==> config.mk <==
export PLATFORM = sky130hd
export DESIGN_NAME = adex_spike_rate_monitor
export DESIGN_NICKNAME = d
export VERILOG_FILES = /design/src/rtl/adex_spike_rate_monitor.sv
export SDC_FILE = /design/constraint.sdc
export NUM_CORES = 1
export LEC_CHECK = 0
export ABC_AREA = 0
export CORE_ASPECT_RATIO = 1.1
export CORE_MARGIN = 10
export CORE_UTILIZATION = 60
export DETAILED_ROUTE_END_ITERATION = 8
export PLACE_DENSITY = 0.77
export SLEW_MARGIN = 20
export SYNTH_ARGS = -nofsm -noshare
export SYNTH_HDL_FRONTEND = slang
export SYNTH_SLANG_ARGS = --single-unit
==> constraint.sdc <==
create_clock -name clk -period 5.65 [get_ports clk]
set_clock_uncertainty 0.2 [all_clocks]
set_input_delay 1.4125 -clock clk [delete_from_list [all_inputs] [get_ports clk]]
set_output_delay 1.4125 -clock clk [all_outputs]
set_load 0.05 [all_outputs]
==> src/rtl/adex_spike_rate_monitor.sv <==
// Windowed spike-rate / ISI / membrane-peak monitor for the AdEx neuron core.
// Each window closes into a 4-byte record streamed out over valid/ready.
module adex_spike_rate_monitor #(
  parameter int WINDOW_CYCLES = 1000,
  parameter int ISI_W         = 16
) (
  input  logic       clk,
  input  logic       rst_n,
  input  logic       en,
  input  logic       spike_in,
  input  logic [7:0] vmem_in,
  output logic [7:0] out_data,
  output logic       out_valid,
  input  logic       out_ready,
  output logic       out_last,
  output logic       overflow
);

  typedef struct packed {
    logic [7:0]       cnt;
    logic [ISI_W-1:0] isi;
    logic [7:0]       peak;
  } rec_t;

  typedef enum logic [2:0] {IDLE, S0, S1, S2, S3} state_t;

  logic             spike_d;
  logic [15:0]      win_cnt;
  logic [7:0]       spike_cnt;
  logic [7:0]       vmem_peak;
  logic [ISI_W-1:0] isi_timer;
  logic [ISI_W-1:0] last_isi;
  logic             first_seen;

  logic             spike_edge;
  logic             win_end;
  logic             load;
  logic [7:0]       cnt_snap;
  logic [7:0]       peak_snap;
  logic [ISI_W-1:0] isi_inc;
  logic [ISI_W-1:0] isi_next;

  rec_t   rec;
  state_t state, state_nxt;

  assign spike_edge = spike_in & ~spike_d & en;
  assign win_end    = en && (win_cnt == 16'(WINDOW_CYCLES - 1));

  // Snapshot values fold in the closing cycle so an edge/sample there lands in this window.
  assign cnt_snap  = (spike_edge && spike_cnt != 8'hFF) ? spike_cnt + 8'd1 : spike_cnt;
  assign isi_inc   = (&isi_timer) ? isi_timer : isi_timer + ISI_W'(1);
  assign isi_next  = (spike_edge && first_seen) ? isi_inc : last_isi;
  assign peak_snap = (vmem_in > vmem_peak) ? vmem_in : vmem_peak;

  always_ff @(posedge clk or negedge rst_n) begin
    if (!rst_n) begin
      spike_d    <= 1'b0;
      win_cnt    <= '0;
      spike_cnt  <= '0;
      vmem_peak  <= '0;
      isi_timer  <= '0;
      last_isi   <= '0;
      first_seen <= 1'b0;
    end else begin
      spike_d  <= spike_in;
      last_isi <= isi_next;
      if (spike_edge) first_seen <= 1'b1;
      if (en) begin
        win_cnt   <= win_end ? '0 : win_cnt + 16'd1;
        spike_cnt <= win_end ? '0 : cnt_snap;
        vmem_peak <= win_end ? '0 : peak_snap;
        isi_timer <= spike_edge ? '0 : isi_inc;
      end
    end
  end

  // A window closing while a record is still in flight is dropped, except when
  // the final byte hands off in that same cycle.
  assign load = win_end && ((state == IDLE) || (state == S3 && out_ready));

  always_ff @(posedge clk or negedge rst_n) begin
    if (!rst_n) begin
      state    <= IDLE;
      rec      <= '0;
      overflow <= 1'b0;
    end else begin
      state <= state_nxt;
      if (load) rec <= {cnt_snap, isi_next, peak_snap};
      if (win_end && !load) overflow <= 1'b1;
    end
  end

  always_comb begin
    state_nxt = state;
    out_valid = 1'b0;
    out_last  = 1'b0;
    out_data  = 8'h00;
    case (state)
      IDLE: if (win_end) state_nxt = S0;
      S0: begin
        out_valid = 1'b1;
        out_data  = rec.cnt;
        if (out_ready) state_nxt = S1;
      end
      S1: begin
        out_valid = 1'b1;
        out_data  = rec.isi[15:8];
        if (out_ready) state_nxt = S2;
      end
      S2: begin
        out_valid = 1'b1;
        out_data  = rec.isi[7:0];
        if (out_ready) state_nxt = S3;
      end
      S3: begin
        out_valid = 1'b1;
        out_last  = 1'b1;
        out_data  = rec.peak;
        if (out_ready) state_nxt = win_end ? S0 : IDLE;
      end
      default: state_nxt = IDLE;
    endcase
  end

endmodule

==> run_results.csv <==
group,metric,value,unit
synth,yosys.area.top_type,"dfrtp_1",
sta,fmax,0.2129,GHz
synth,synth_nets,560,
setup_path,cp_max_fo,14,
sta,rsz0062_at_grt,"no",
die,fp-row-count,35,
die,die-area,12880,sq um
synth,avgSynthCellArea,9.779,sq um
die,dieHeight,118.0,um
clocking,numCtsBuffers,9,
drt,vias,3979,
drt,wire_per_inst,17.30,um
die,core,8452,sq um
sta,tns,0,ns
power_and_ir_drop,power.density,323.1,nW/um^2
drt,drt_wl_total,11380,um
clocking,cts.clk_slew.worst_paths,0.10,ns
synth,syn_inst,536,
synth,yosysWarnings,0,
sta,finalSetupViolCount,0,
setup_path,cp.required,4.04,ns
drt,ant_nets,0,
clocking,clkLatencyLatePin,0.37,ns
setup_path,end_kind,"output pin",
sta,worst_pin_slew,1.011,ns
synth,synth_edf_count,0,
synth,synth_top_area_share,48.70,%
global_routing,grt_pass1_wl,19780,um
status,status,"finished clean",
clocking,cts_resized,0,
power_and_ir_drop,vdd_drop_max,0.2322,mV
global_routing,antenna_found_initial,0,
clocking,cts.sinks,102,
flow_run,drv_cap,0,
clocking,root_buffer,"clkbuf_8",
drt,drc,0,
synth,netlist_area,5241,sq um
setup_path,start_kind,"flip-flop",
sta,min_period,4.698,ns
synth,ys_ff_latch,102,
die,initial_core_util,62.01,%
clocking,post-cts-setup-buffer-count,0,
layout,drive_gt1_share,8.592,%
global_routing,grt-ovfl-total,0,
drt,drt-initial-drc-count,245,
setup_path,arrival,3.09,ns
setup_path,crit_type,"reg2out",
placement,portBuffers,23,
layout,finish.instance_area,5673,sq um
clocking,clk_path_buf_depth,2,
drt,firstDrtPassIters,5,
clocking,cts_hold_buf,0,
placement,pre_cts_ws,1.334,ns
synth,seq_area_frac_synth,48.70,%
sta,timing.final.ws_setup,0.9519,ns
power_and_ir_drop,leakagePower,2.427,nW
layout,syn2layout_area_growth,8.236,%
clocking,cts_tree,"yes",
synth,synthFlopType,"dfrtp_1",
die,die_w,109.1,um
layout,antenna_cells,0,
placement,dpl-instance-area,5485,sq um
placement,gp_routability_congestion,0.8959,
sta,drv_slew,0,
synth,synth_area_leaders,"dfrtp_1 (49%), mux2_2 (3.9%), nor2_1 (3.9%)",
synth,synthArstFlopShare,100.0,%
global_routing,grt_max_degree,71,
die,io_pins,24,
drt,vias_per_cell,6.047,
placement,dp_hpwl,8102,um
sta,relSlewSlack,32.04,%
sta,hold_violations,0,
layout,final_nets,566,
global_routing,grt.total_usage,18.78,%
sta,fin_crit_sh,83.15,%
clocking,cts_max_level,3,
global_routing,grt_pass1_vias,3953,
synth,synth.distinct_cells,53,
min_path,hold_path.class,"reg2reg",
-- state kept, by name (all words and copies together) (netlist names) --
| signal | count |
|---|---|
| first_seen | 1 |
| last_isi | 16 |
| isi_timer | 16 |
| spike_d | 1 |
| win_cnt | 16 |
| state | 3 |
| overflow | 1 |
| spike_cnt | 8 |
| rec | 32 |
| vmem_peak | 8 |
-- routing by layer --
| metal | track usage, % | part of all wire [%] | vias up |
|---|---|---|---|
| met5 | 0 | 0 | - |
| li1 | - | - | 1955 |
| met1 | 24.59 | 45 | 1924 |
| met3 | 3.998 | 4.3 | 9 |
| met4 | 6.353 | 1.4 | 0 |
| met2 | 29.78 | 50 | 91 |
-- cell families (layout without fill, tap and decap cells) --
logic type,Yosys count,in the layout,synth area share (%)
compound gates,133,133,16.16
xor+xnor,23,23,3.843
buf+inv,47,58,3.986
flops,102,102,48.70
fa+ha+maj,11,11,2.626
simple gates,190,190,18.52
mux,30,30,6.159
-- placed cells by master (no fill, tap or decap), types with 18 or more instances in the layout --
| master | netlist | layout |
|---|---|---|
| dfrtp_1 | 102 | 102 |
| clkdlybuf4s50_1 | 0 | 22 |
| a21oi_1 | 24 | 24 |
| o21ai_0 | 35 | 35 |
| nand4_1 | 18 | 18 |
| mux2_2 | 18 | 18 |
| nand3_1 | 27 | 27 |
| a31oi_1 | 19 | 19 |
| nor2_1 | 54 | 54 |
| nand2_1 | 39 | 39 |
-- final timing paths --
kind | start | end | slack (ns) | cells after the start
min | overflow$_DFFE_PN0P_ | overflow$_DFFE_PN0P_ | 0.28 | 1
max in group asynchronous | rst_n | rec[0]$_DFFE_PN0P_ | 3.32 | 2
max reg2reg | isi_timer[0]$_DFFE_PN0P_ | rec[8]$_DFFE_PN0P_ | 2.61 | 6
min in group asynchronous | rst_n | isi_timer[12]$_DFFE_PN0P_ | 0.93 | 1
max | state[1]$_DFFE_PN0P_ | out_data[5] | 0.95 | 4
min reg2reg | overflow$_DFFE_PN0P_ | overflow$_DFFE_PN0P_ | 0.28 | 1
-- power breakdown --
part	switching, mW	leakage (nW)	internal (mW)	total (mW)
combinational	0.274	0.978	0.184	0.458
clock	0.274	0.0956	0.171	0.445
sequential	0.112	1.35	0.818	0.930
-- cells in the mapped netlist (all sizes together) (3+ instances only) --
cell type,instances
nand2b,6
nor2b,5
a21oi,24
o31ai,9
and4,5
and3,6
o2bb2ai,8
nand3,28
clkbuf,19
a22oi,8
nand4,18
o21ai,35
xnor2,16
or4,3
nor4,6
ha,11
a22o,4
a21o,4
mux2i,12
or2,3
nor2,54
mux2,18
nand2,39
xor2,7
dfrtp,102
a31oi,19
nor3,6
inv,15
and2,3
buf,13
o22ai,9
-- through the flow --
stage | std cells | hold slack, ns | total power [mW] | utilization (%)
floorplan | 536 | 0.2385 | 1.262 | -
global placement | 642 | 0.2451 | 1.377 | 64.90
detailed placement | 642 | 0.2578 | 1.402 | 64.90
CTS | 658 | 0.2862 | 1.842 | 67.12
global route | 658 | 0.3052 | 1.954 | 67.12
finish | 658 | 0.2780 | 1.833 | 67.12
-- worst max-delay path: stages (launching register included) --
cell and delay, ns:
dfrtp_1 0.76, nor2b_1 0.60, a22oi_1 0.19, o22ai_1 0.30, clkdlybuf4s50_1 0.87
-- final cells by class --
| type | count | area (sq um) |
|---|---|---|
| clock buffers | 9 | 123.9 |
| clock inverters | 7 | 63.81 |
| fillers | 650 | 2779 |
| inverters | 15 | 56.30 |
| multi-input cells | 387 | 2480 |
| flip-flops and latches | 102 | 2552 |
| well taps | 111 | 138.9 |
| repair buffers | 27 | 257.7 |
Note: power is estimated with default switching activity, not from simulation.
